File: src/rtl/imem_boot_loader_pkg.sv
// Shared constants and state encoding for the instruction-memory boot loader.
package imem_boot_loader_pkg;

    localparam int DEPTH_DEF      = 1024;
    localparam int ADDR_W_DEF     = 10;
    localparam int BYTES_PER_WORD = 4;

    typedef enum logic [1:0] {
        IDLE = 2'd0,
        LOAD = 2'd1,
        DONE = 2'd2
    } state_e;

endpackage

File: src/rtl/imem_word_packer.sv
// Packs accepted bytes little-endian into 32-bit words and emits a one-cycle
// word-valid pulse with the completed word held until the next completion.
module imem_word_packer
    import imem_boot_loader_pkg::*;
(
    input  logic        clk,
    input  logic        rst,
    input  logic        clr,
    input  logic        accept,
    input  logic [7:0]  byte_data,
    output logic        last_lane,
    output logic        word_vld,
    output logic [31:0] word_data
);

    logic [1:0]                          byte_idx_q, byte_idx_d;
    logic [BYTES_PER_WORD-1:0][7:0]      lanes_q, lanes_d;
    logic [31:0]                         word_q, word_d;
    logic                                vld_q, vld_d;

    assign last_lane = (byte_idx_q == 2'd3);
    assign word_vld  = vld_q;
    assign word_data = word_q;

    always_comb begin
        byte_idx_d = byte_idx_q;
        lanes_d    = lanes_q;
        word_d     = word_q;
        vld_d      = 1'b0;
        if (clr) begin
            byte_idx_d = 2'd0;
        end else if (accept) begin
            lanes_d[byte_idx_q] = byte_data;
            byte_idx_d          = byte_idx_q + 2'd1;
            // Snapshot the full word separately so lane 0 of the next word
            // can be accepted during the write cycle without disturbing it.
            if (last_lane) begin
                word_d = {byte_data, lanes_q[2], lanes_q[1], lanes_q[0]};
                vld_d  = 1'b1;
            end
        end
    end

    always_ff @(posedge clk) begin
        if (!rst) begin
            byte_idx_q <= '0;
            lanes_q    <= '0;
            word_q     <= '0;
            vld_q      <= 1'b0;
        end else begin
            byte_idx_q <= byte_idx_d;
            lanes_q    <= lanes_d;
            word_q     <= word_d;
            vld_q      <= vld_d;
        end
    end

endmodule

File: src/rtl/imem_boot_loader.sv
// Boot-time loader: streams bytes into instruction memory from word 0 and
// holds the core in reset until the requested number of words is written.
module imem_boot_loader
    import imem_boot_loader_pkg::*;
#(
    parameter int DEPTH  = DEPTH_DEF,
    parameter int ADDR_W = ADDR_W_DEF
) (
    input  logic              clk,
    input  logic              rst,
    input  logic              start,
    input  logic [ADDR_W:0]   word_count,
    input  logic              byte_valid,
    input  logic [7:0]        byte_data,
    output logic              byte_ready,
    output logic              mem_we,
    output logic [ADDR_W-1:0] mem_waddr,
    output logic [31:0]       mem_wdata,
    output logic              core_rst,
    output logic              busy,
    output logic              done
);

    localparam logic [ADDR_W:0] DEPTH_W = (ADDR_W+1)'(DEPTH);
    localparam logic [ADDR_W:0] ONE     = (ADDR_W+1)'(1);

    state_e          state_q, state_d;
    logic [ADDR_W:0] tgt_q, tgt_d;
    logic [ADDR_W:0] cnt_q, cnt_d;
    logic            all_in_q, all_in_d;
    logic            clr, accept, last_lane, word_vld;
    logic            last_word;

    assign byte_ready = (state_q == LOAD) && !all_in_q;
    assign accept     = byte_valid && byte_ready;
    assign busy       = (state_q == LOAD);
    assign done       = (state_q == DONE);
    assign core_rst   = (state_q == DONE);
    assign mem_we     = word_vld;
    assign mem_waddr  = cnt_q[ADDR_W-1:0];
    assign last_word  = ((cnt_q + ONE) == tgt_q);

    imem_word_packer u_packer (
        .clk       (clk),
        .rst       (rst),
        .clr       (clr),
        .accept    (accept),
        .byte_data (byte_data),
        .last_lane (last_lane),
        .word_vld  (word_vld),
        .word_data (mem_wdata)
    );

    always_comb begin
        state_d  = state_q;
        tgt_d    = tgt_q;
        cnt_d    = cnt_q;
        all_in_d = all_in_q;
        clr      = 1'b0;
        case (state_q)
            IDLE, DONE: begin
                if (start) begin
                    clr      = 1'b1;
                    cnt_d    = '0;
                    all_in_d = 1'b0;
                    if (word_count == '0) begin
                        state_d = DONE;
                    end else begin
                        state_d = LOAD;
                        tgt_d   = (word_count > DEPTH_W) ? DEPTH_W : word_count;
                    end
                end
            end
            LOAD: begin
                // The previous word's write has always retired by the time the
                // next word's 4th byte arrives, so cnt_q indexes this word.
                if (accept && last_lane && last_word)
                    all_in_d = 1'b1;
                if (word_vld) begin
                    cnt_d = cnt_q + ONE;
                    if (last_word)
                        state_d = DONE;
                end
            end
            default: state_d = IDLE;
        endcase
    end

    always_ff @(posedge clk) begin
        if (!rst) begin
            state_q  <= IDLE;
            tgt_q    <= '0;
            cnt_q    <= '0;
            all_in_q <= 1'b0;
        end else begin
            state_q  <= state_d;
            tgt_q    <= tgt_d;
            cnt_q    <= cnt_d;
            all_in_q <= all_in_d;
        end
    end

endmodule

File: config.mk
export PLATFORM = sky130hd
export DESIGN_NAME = imem_boot_loader
export DESIGN_NICKNAME = d
export VERILOG_FILES = /design/src/rtl/imem_boot_loader_pkg.sv /design/src/rtl/imem_word_packer.sv /design/src/rtl/imem_boot_loader.sv
export SDC_FILE = /design/constraint.sdc
export NUM_CORES = 1
export LEC_CHECK = 0
export BUFFER_PORTS_ARGS = -buffer_cell sky130_fd_sc_hd__buf_2
export CAP_MARGIN = 40
export CORE_MARGIN = 3
export CORE_UTILIZATION = 40
export DETAILED_ROUTE_END_ITERATION = 6
export PLACE_DENSITY = 0.63
export SLEW_MARGIN = 20
export SYNTH_ARGS = -nofsm -noshare
export SYNTH_HDL_FRONTEND = slang
export SYNTH_SLANG_ARGS = --single-unit
export TNS_END_PERCENT = 100
File: constraint.sdc
create_clock -name clk -period 6.9 [get_ports clk]
set_input_delay 1.035 -clock clk [delete_from_list [all_inputs] [get_ports clk]]
set_output_delay 1.035 -clock clk [all_outputs]
set_load 0.01 [all_outputs]
* Word-level counts from Yosys, hierarchy flattened *
Index checks and enable logic that the tools add are counted.

storage, ports and cells
  logic and storage cells = 64
  bits of input ports = 23
  flip-flop bits (word level) = 92
  output and inout bits = 47

operators by class
  reduce and logical (&&, ||, !) cells = 18
  add/subtract/negate cells = 2
  eq/ne operators = 8
  bitwise logic cells = 4
  muxes and demuxes = 18
  magnitude comparators = 3

operators by type and width
  operator                                              count
  2-to-1 mux 11 bit                                     3
  bitwise mux 32 bit                                    1
  one-hot mux 11 bit (2 select lines)                   1
  demux 8 bit (select 2 bit)                            1
  AND reduction 3 bit                                   5
  adder 11 x 1 -> 11 bit (second input constant)        1
  equality test 11 bit                                  1
  > comparator 11 bit (second input constant)           1
  zero test 11 bit                                      1
  2-to-1 mux 2 bit                                      4
  2-to-1 mux 8 bit                                      1
  != test 2 x 1 -> 1 bit (second input constant)        3
  logical AND 1 bit                                     5
  2-to-1 mux 1 bit                                      5
  equality test 2 bit (second input constant)           2
  inverter 1 bit                                        4
  one-hot mux 2 bit (2 select lines)                    1
  OR reduction 2 bit                                    2
  < comparator 2 x 3 -> 1 bit (second input constant)   1
  OR reduction 3 bit                                    1
  adder 2 x 1 -> 2 bit (second input constant)          1
  equality test 2 x 1 -> 1 bit (second input constant)  1
  >= comparator 2 x 1 -> 1 bit (second input constant)  1
  zero test 2 bit                                       1
  other kinds (5)                                       5

* Depth between registers and ports, before layout *
Gate-level depths: netlist of the first run.

  depth in word-level cells = 7
  gate-level depth with buffers = 8
  mapped depth without buffers = 7

* Cells and area by module *
A second synthesis of the first run with hierarchy kept.

second synthesis, totals
  cell total of the unflattened synthesis = 413
  area, all modules = 3838.7 um^2

modules (own cells, without submodules)
  module            sequential area each (um^2)  instances  area each (um^2)  cells each
  imem_word_packer  1181.1                       1          2242.2            209
  imem_boot_loader  500.5                        1          1596.5            204

* Worst setup path before layout of the first run *
OpenSTA, ideal clock, no wires.

  kind = input to register
  from = input port word_count[4]
  to = register tgt_q[0]
  required time = 6824 ps
  cell stages on the path = 6
  setup time = 76 ps
  arrival = 2427 ps
  path slack = 4397 ps
  path buffers = 1
  cell sequence = or4_1 -> nor4_1 -> a21o_1 -> buf_2 -> nand2_1 -> a21boi_0

on the way
  word-level cells in the longest chain between the ends = 3
  elaborated cells on any way between the ends = 5
  those cells by class = 1 x order compare; 1 x mux; 1 x bitwise; 2 x reduce/logical

ends and longest elaborated chain
  what                                                                         RTL line                text
  from (decl)                                                                  imem_boot_loader.sv:12  input logic [ADDR_W:0] word_count,
  parallel branches: the longest is 3 deep, another holds > comparator 11 bit  -
  to (signal assigned)                                                         imem_boot_loader.sv:97  tgt_q <= tgt_d;
  to (decl)                                                                    imem_boot_loader.sv:28  logic [ADDR_W:0] tgt_q, tgt_d;

Parallel ways; which one is timed is not known.
A chain may end at the register's enable or synchronous reset.

* Worst setup path after layout of the first run *
  from = input port word_count[4]
  to = register tgt_q[6]

Same word-level chain as after synthesis.

==> flow_summary.ini, run 1 <==
[run_status]
status = complete, no violations

[logic_synthesis]
ys_seq_elements = 84
synth_edf_count = 0
ys_top_cells_by_area = dfxtp_1 44%, nand2_1 11%, a21boi_0 10%
synth_warnings = 0
yosys.area.top_type = dfxtp_1
syn_avg_cell_area_um2 = 8.32
ys_types = 45
synthCells = 463
synth_nets = 491
yosys.area.top_type_share_pct = 43.7
yosysSeqAreaShare_pct = 43.7
netlist_area_um2 = 3850
synth_ff_type = dfxtp_1
async_reset_ff_share_pct = 0

[setup_path]
crit_type = in -> reg
max_stage_delay_ps = 520
critPathArrivalTime_ps = 2820
cp.required_ps = 7160
start_kind = input pin
worstPathMaxFanout = 15
crit_path_end_kind = register
cpMaxStageDelayCell = or4_1
path_cells = buf_2, or4_1, nor4_1, a21o_1, nor3b_1, a21oi_1, nor2b_1

[floorplanning]
num_rows = 35
pin_count = 70
initial_core_util_pct = 41.5
fp.coreArea_um2 = 9280
die_x_um = 104
die_h_um = 104
die_area_um2 = 10800

[power]
ir_drop_mv = 0.110
power_density_nw_per_um2 = 214
leakagePower_nw = 1.74
total_power_w = 0.000955

[cts]
cts_root_buffer = clkbuf_8
cts_hold_buf = 0
h-tree-depth = 3
cts.sinks = 84
cts_made_buffers = 9
cts_resized = 0
clk_path_buf_depth = 2
cts_tree = yes
clk_latency_ps = 360
cts.clk_slew.worst_paths_ps = 90
cts_setup_buffers = 0

[cells_and_area]
fill_cells = 945
final_common_cell = nand2_1
final_cell_mix = 112 x nand2_1, 84 x dfxtp_1, 69 x buf_2
nets = 533
multi_input_area_um2 = 1940
fin_cells = 639
drive_above_1_share_pct = 19.2
diodes = 0
seq_area_um2 = 1680
syn2layout_area_growth_pct = 15.7

[global_route]
grt_use_total_pct = 15.9
grt_overflow = 0
grt_pass1_vias = 2927
antenna_found_initial = 0
grt_max_degree = 47
grt_pass1_wl_mm = 14.3

[run]
maxCapViolCount = 0

[min_path]
hp-class = reg -> reg

[sta]
slew_viol_final = 0
finClkSkew_ps = 12.5
rsz0062_at_grt = no
layout_setup_ws_ps = 4340
setup_viol = 0
hold_ws_ps = 454
fmaxAchievable_ghz = 0.390
fin_setup_tns_ps = 0
fin_crit_sh_pct = 37.2
finalHoldViolCount = 0
timing.final.crit_period_ps = 2560
slew_headroom_pct = 53.1
worst_slew_pin_slew_ps = 704

[route]
wl_per_cell_um = 13.3
ant_nets = 0
drt_first_pass_iters = 4
drc = 0
vias = 3182
drtIter0Drc = 184
vias_per_cell = 4.98
drt-total-wl_mm = 8.53

[placed_design]
preCtsSetupSlack_ps = 3950
dp_hpwl_mm = 6.21
finalWeightedCongestion = 0.772
portBuffers = 69
dp.cells = 623
==> worst max-delay path, delay by kind of cell <==
kind / cells / cell delay (ps)
simple gates: 4 / 1080
compound gates: 2 / 600
buf+inv: 1 / 100
==> final cells by class <==
type	count	share of cell area (%)
inverter	5	0.421
multi-input combinational	332	43.7
timing repair buffer	73	9.38
tap	129	3.62
sequential	84	37.8
clock buffer	9	2.78
clock inverter	7	2.39
==> cell families (layout without fill, tap and decap cells) <==
kind of cell	after synthesis	after routing	synth area share, %
buffers and inverters	47	94	5.82
AO/OA/AOI/OAI	98	98	18.4
AND/OR/NAND/NOR	212	212	26.5
adder cells (fa/ha/maj)	5	5	1.62
multiplexers	1	1	0.292
flip-flops	84	84	43.7
XOR/XNOR	16	16	3.64
==> worst paths after layout <==
check,slack (ps),end,cells past startpoint,startpoint
worst max-delay path,4340,tgt_q[6],7,word_count[4]
worst min register to register,450,u_packer.word_data[5],2,u_packer.word_data[5]
worst max register to register,4420,state_q[1],6,cnt_q[0]
worst min-delay path,450,u_packer.word_data[5],2,u_packer.word_data[5]
==> synthesized netlist by cell type, drive strengths merged (2+ instances only) <==
cell and instances:
nand4 2, nand3 34, inv 5, a21oi 14, xor2 4, and3b 2, xnor2 12, o211a 2
dfxtp 84, nor2 6, a21o 2, a21boi 58, nor3 8, o21ai 8, nor3b 3, nor2b 19
and3 9, or4 2, nand2b 4, a31oi 4, and2 6, buf 20, nand2 112, a22oi 2
clkbuf 22, ha 5
==> per-layer routing <==
| metal | GRT usage, % | part of all wire (%) | vias up |
|---|---|---|---|
| met5 | 0 | 0 | - |
| met4 | 6.46 | 1.5 | 0 |
| met3 | 3.72 | 4.9 | 11 |
| met2 | 25.3 | 46 | 83 |
| met1 | 20.8 | 47 | 1444 |
| li1 | - | - | 1644 |
==> flip-flops by register name, summed over array words and instances (netlist names) <==
| register | count |
|---|---|
| all_in_q | 1 |
| cnt_q | 11 |
| state_q | 2 |
| tgt_q | 11 |
| u_packer.byte_idx_q | 2 |
| u_packer.lanes_q | 24 |
| u_packer.word_data | 32 |
| u_packer.word_vld | 1 |
==> through the flow <==
stage | instance area (µm²) | utilization [%]
after floorplan | 3850 | -
after global placement | 4150 | 44.7
after detailed placement | 4220 | 45.5
after CTS | 4450 | 48.0
after global routing | 4450 | 48.0
final | 4450 | 48.0
==> report_power, final <==
part           internal (W)  total (W)  switching (W)
Clock              0.000210   0.000403       0.000193
Combinational     0.0000248  0.0000575      0.0000327
Sequential         0.000490   0.000494     0.00000440
Total              0.000725   0.000955       0.000230
No activity file was read; power rests on OpenSTA's default activity.
==> run 2: changes to the inputs <==
- PLACE_DENSITY: 0.63 -> 0.65
- clock period: 6.9 -> 2.1 ns (I/O delays scaled with it)
==> run 2 against run 1 <==
Final area grew 1.6%. Final cell count grew 2.0%. Sequential share of layout area fell by 0.52 points. Register-to-register slack got worse by 4400 ps. Global-route usage is 0.22 points higher. First-iteration DRC count shrank 28%. Die area unchanged. Routed wire length grew 1.8%. Highest routed layer unchanged.
==> flow_summary.ini, run 2 (synthesized netlist as in run 1, its figures left out) <==
[run_status]
status = complete, no violations

[global_route]
grt_pass1_vias = 3082
grt_overflow = 0
grt_pass1_wl_mm = 14.5
grt_use_total_pct = 16.1
antenna_found_initial = 0
grt_max_degree = 43

[power]
intPower_w = 0.00226
power_frac_comb_pct = 6.4
p_sw_share_pct = 25.4
p_sw_w = 0.000770
pwr-share-seq_pct = 53.6
ir_drop_mv = 0.296
clock_power_share_pct = 40.1
power_density_nw_per_um2 = 670
leakagePower_nw = 1.78

[floorplanning]
initial_core_util_pct = 41.5
pin_count = 70
fp.coreArea_um2 = 9280
die_x_um = 104
die_h_um = 104
die_area_um2 = 10800
num_rows = 35

[cells_and_area]
diodes = 0
fill_cells = 947
final_cell_mix = 112 x nand2_1, 81 x dfxtp_1, 69 x buf_2
final_common_cell = nand2_1
seq_area_um2 = 1690
drive_above_1_share_pct = 22.0
nets = 546
postLayoutCoreUtil_pct = 48.8
multi_input_area_um2 = 1960
syn2layout_area_growth_pct = 17.6
largest_reg_flops = 32

[setup_path]
crit_path_end_kind = register
worstPathMaxFanout = 5
cp.required_ps = 2330
start_kind = register
critPathArrivalTime_ps = 2280
crit_type = reg -> reg

[placed_design]
portBuffers = 69
dp_hpwl_mm = 6.19
finalWeightedCongestion = 0.814

[sta]
fmaxAchievable_ghz = 0.488
hold_ws_ps = 246
finClkSkew_ps = 15.4
slew_headroom_pct = 56.3
slew_viol_final = 0
setup_viol = 0
worst_slew_pin_slew_ps = 655
timing.final.crit_period_ps = 2050
rsz0062_at_grt = yes
fin_crit_sh_pct = 97.7
finalHoldViolCount = 0

[route]
drtIter0Drc = 132
ant_nets = 0
drt-total-wl_mm = 8.68
drt_first_pass_iters = 4
vias = 3252
drc = 0
vias_per_cell = 4.99
wl_per_cell_um = 13.3

[cts]
clk_path_buf_depth = 2
cts_made_buffers = 9
h-tree-depth = 3
cts_root_buffer = clkbuf_8
cts.clk_slew.worst_paths_ps = 100
cts_hold_buf = 0
clk_latency_ps = 360
cts_tree = yes
cts.sinks = 84

[run]
maxCapViolCount = 0

[min_path]
hp-class = in -> reg
-- run 2: cell count changes in the layout (fill, tap and decap cells not counted), moves of 2 or more --
cell | previous run | this run
dfxtp_2 | 0 | 3
buf_8 | 3 | 0
dfxtp_1 | 84 | 81
buf_12 | 0 | 2
buf_4 | 0 | 15
-- run 2: layout make-up --
type,count,area share (%)
Multi-Input combinational cell,332,43.3
Sequential cell,84,37.2
Timing Repair Buffer,86,11.0
Tap cell,129,3.57
Clock buffer,9,2.74
Clock inverter,7,1.80
Inverter,5,0.415
-- run 2: critical path, stage by stage (launching register included) --
cell and delay, ps:
dfxtp_2 350, ha_4 170, and4_4 190, xnor2_1 120
or4b_4 500, a2111oi_4 450, a31oi_1 140
-- run 2: power groups by stage --
stage / Sequential (W) / Clock (W) / Combinational (W)
floorplan: 0.00166 / 0 / 0.000123
global placement: 0.00166 / 0 / 0.000187
detailed placement: 0.00166 / 0 / 0.000191
CTS: 0.00162 / 0.00124 / 0.000192
global route: 0.00163 / 0.00132 / 0.000213
finish: 0.00162 / 0.00122 / 0.000193
-- run 2: what timing repair did --
item                                   4_1_cts  5_1_grt
resized for setup                            4        0
pin swaps                                    2        3
gates cloned                                 0        0
setup endpoints to repair                    3        3
setup buffers                                0        1
endpoints found under the hold margin        0        0
-- run 2: layer usage --
metal	vias to the layer above	routed length (µm)	GRT usage [%]
li1	1670	-	-
met2	71	4080	26.2
met1	1497	4080	20.8
met5	-	0	0
met4	0	136	6.46
met3	14	387	3.60
-- run 2: final timing paths --
| kind | startpoint | slack, ps | to | cells after the start |
|---|---|---|---|---|
| worst max register to register | cnt_q[0] | 50 | state_q[0] | 6 |
| worst min-delay path | byte_data[3] | 250 | u_packer.lanes_q[19] | 3 |
| worst max-delay path | cnt_q[0] | 50 | state_q[0] | 6 |
| worst min register to register | u_packer.lanes_q[20] | 450 | u_packer.word_data[20] | 2 |
-- run 2: stage by stage --
| step | instance area (µm²) | power, W | setup TNS [ps] | instances | worst slack, ps |
|---|---|---|---|---|---|
| floorplan | 3850 | 0.00178 | 0 | 463 | 4.37 |
| global placement | 4300 | 0.00185 | 0 | 635 | 29.2 |
| detailed placement | 4300 | 0.00185 | -20.7 | 635 | -8.77 |
| CTS | 4520 | 0.00306 | 0 | 651 | 40.9 |
| global route | 4530 | 0.00316 | -11.5 | 652 | -11.5 |
| finish | 4530 | 0.00303 | 0 | 652 | 49.1 |
==> run 3: changes to the inputs <==
- CTS_BUF_LIST: unset -> sky130_fd_sc_hd__clkbuf_8
- SYNTH_HIERARCHICAL: unset -> 1
==> run 3 against run 2 <==
Die area shrank 0.28%. Synthesized area down 0.29%. Worst hold slack got worse by 5.6 ps. Register-to-register slack gained 80 ps. Fmax grew 4.2%. Sequential share of layout area is 0.59 points higher. Final cell count fell by 6.4%. Clock skew down 3.1 ps. Largest cell class unchanged.
==> flow_summary.ini, run 3 <==
[route]
vias = 3021
drtIter0Drc = 94
drt_first_pass_iters = 4
vias_per_cell = 4.95
wl_per_cell_um = 14.5
drt-total-wl_mm = 8.85
ant_nets = 0
drc = 0

[floorplanning]
initial_core_util_pct = 41.3
pin_count = 70
die_h_um = 104
die_x_um = 104
die_area_um2 = 10800
num_rows = 35
fp.coreArea_um2 = 9280

[power]
ir_drop_mv = 0.314
power_density_nw_per_um2 = 654
leakagePower_nw = 1.74

[setup_path]
critPathArrivalTime_ps = 2220
max_stage_delay_ps = 520
path_cells = nand3_4, or4b_1, a21oi_1, o211ai_1, o311a_1
crit_type = reg -> reg
cpMaxStageDelayCell = dfxtp_1
cp-startpoint = cnt_q[2]
cp_num_buf_inv = 0
r2r_start = cnt_q[2]
cp.required_ps = 2350
crit_family = simple AND/OR/NAND/NOR gates
crit_path_end_kind = register
worstPathMaxFanout = 9
start_kind = register

[cells_and_area]
fin_cells = 610
final_common_cell = nand2_1
final_cell_mix = 89 x nand2_1, 82 x dfxtp_1, 69 x buf_2
largest_reg_flops = 32
fill_cells = 920
postLayoutCoreUtil_pct = 48.0
syn2layout_area_growth_pct = 16.0
drive_above_1_share_pct = 24.3
diodes = 0
nets = 504

[sta]
finClkSkew_ps = 12.3
slew_headroom_pct = 57.3
timing.final.crit_period_ps = 1970
fin_crit_sh_pct = 93.7
worst_slew_pin_slew_ps = 640
slew_viol_final = 0
fmaxAchievable_ghz = 0.508
finalHoldViolCount = 0
setup_viol = 0
layout_setup_ws_ps = 132

[cts]
h-tree-depth = 3
clk_path_buf_depth = 2
cts_resized = 0
cts.sinks = 84
cts_tree = yes
cts_root_buffer = clkbuf_8
cts_hold_buf = 0
cts_made_buffers = 9
cts.clk_slew.worst_paths_ps = 100
cts_setup_buffers = 0
clk_latency_ps = 360

[logic_synthesis]
synth_commonest_cells = 89 x nand2_1, 84 x dfxtp_1, 58 x mux2i_1
netlist_area_um2 = 3840
synth.most_common_cell = nand2_1
yosysSeqAreaShare_pct = 43.8
ys_seq_elements = 84
syn_avg_cell_area_um2 = 9.29
yosys.area.top_type_share_pct = 43.8
yosys.area.top_type = dfxtp_1
synth_edf_count = 0
synth_warnings = 6
synth_nets = 441
synthCells = 413
async_reset_ff_share_pct = 0
synth_ff_type = dfxtp_1
ys_types = 45
ys_top_cells_by_area = dfxtp_1 44%, mux2i_1 15%, nand2_1 8.7%

[global_route]
grt_max_degree = 35
grt_pass1_vias = 2911
antenna_found_initial = 0
grt_pass1_wl_mm = 14.5
grt_use_total_pct = 16.5
grt_overflow = 0

[placed_design]
dp_hpwl_mm = 6.41
portBuffers = 69
finalWeightedCongestion = 0.805
dp.cells = 594
preCtsSetupSlack_ps = 140

[min_path]
hp-start = word_count[0]
hp-class = in -> reg

[run]
maxCapViolCount = 0

[run_status]
status = complete, no violations
-- run 3: layer usage --
metal	wire, µm	global-route usage, %	vias up
li1	-	-	1520
met1	4300	21.8	1450
met2	4080	26.6	43
met3	387	4.53	8
met4	77	4.27	0
met5	0	0	-
-- run 3: cell families after synthesis --
family / Yosys count / share of synthesized area [%]
xor gates and xnor gates: 13 / 2.97
adders and majority gates: 5 / 1.63
AOI/OAI and AO/OA: 49 / 8.47
and+or+nand+nor: 164 / 20.8
muxes: 58 / 15.1
buffers and inverters: 40 / 7.24
DFF: 84 / 43.8
-- run 3: path summary, 6_finish.rpt --
check	endpoint	slack, ps	depth (start not counted)
worst min-delay path	tgt_q[0]	240	3
worst min register to register	u_packer/word_data[8]	460	2
worst max register to register	state_q[0]	130	5
worst max-delay path	state_q[0]	130	5
-- run 3: final cells by class --
type                       instances  area [µm²]  share of cell area, %
timing repair buffer              87         505                   11.4
clock buffer                       9         124                   2.78
tap                              129         161                   3.62
clock inverter                     7        58.8                   1.32
inverter                           5        18.8                  0.421
multi-input combinational        289        1900                   42.7
sequential                        84        1680                   37.8
-- run 3: worst register-to-register path: cells and delay by family (launching register included) --
kind | cells | cell delay, ps
AOI/OAI and AO/OA | 3 | 670
DFF | 1 | 520
and+or+nand+nor | 2 | 680
-- run 3: per-stage QoR --
| step | hold WS, ps | instance area (µm²) | setup TNS [ps] | total power [W] |
|---|---|---|---|---|
| global placement | 441 | 4250 | 0 | 0.00185 |
| finish | 241 | 4450 | 0 | 0.00291 |
| global route | 242 | 4450 | -2.55 | 0.00304 |
| CTS | 239 | 4430 | 0 | 0.00294 |
| detailed placement | 444 | 4250 | 0 | 0.00185 |
| floorplan | 443 | 3840 | 0 | 0.00177 |
-- run 3: power breakdown --
group | switching [W] | internal (W) | total [W]
Combinational | 0.000115 | 0.0000775 | 0.000192
Sequential | 0.0000134 | 0.00161 | 0.00162
Clock | 0.000650 | 0.000449 | 0.00110
Total | 0.000778 | 0.00213 | 0.00291
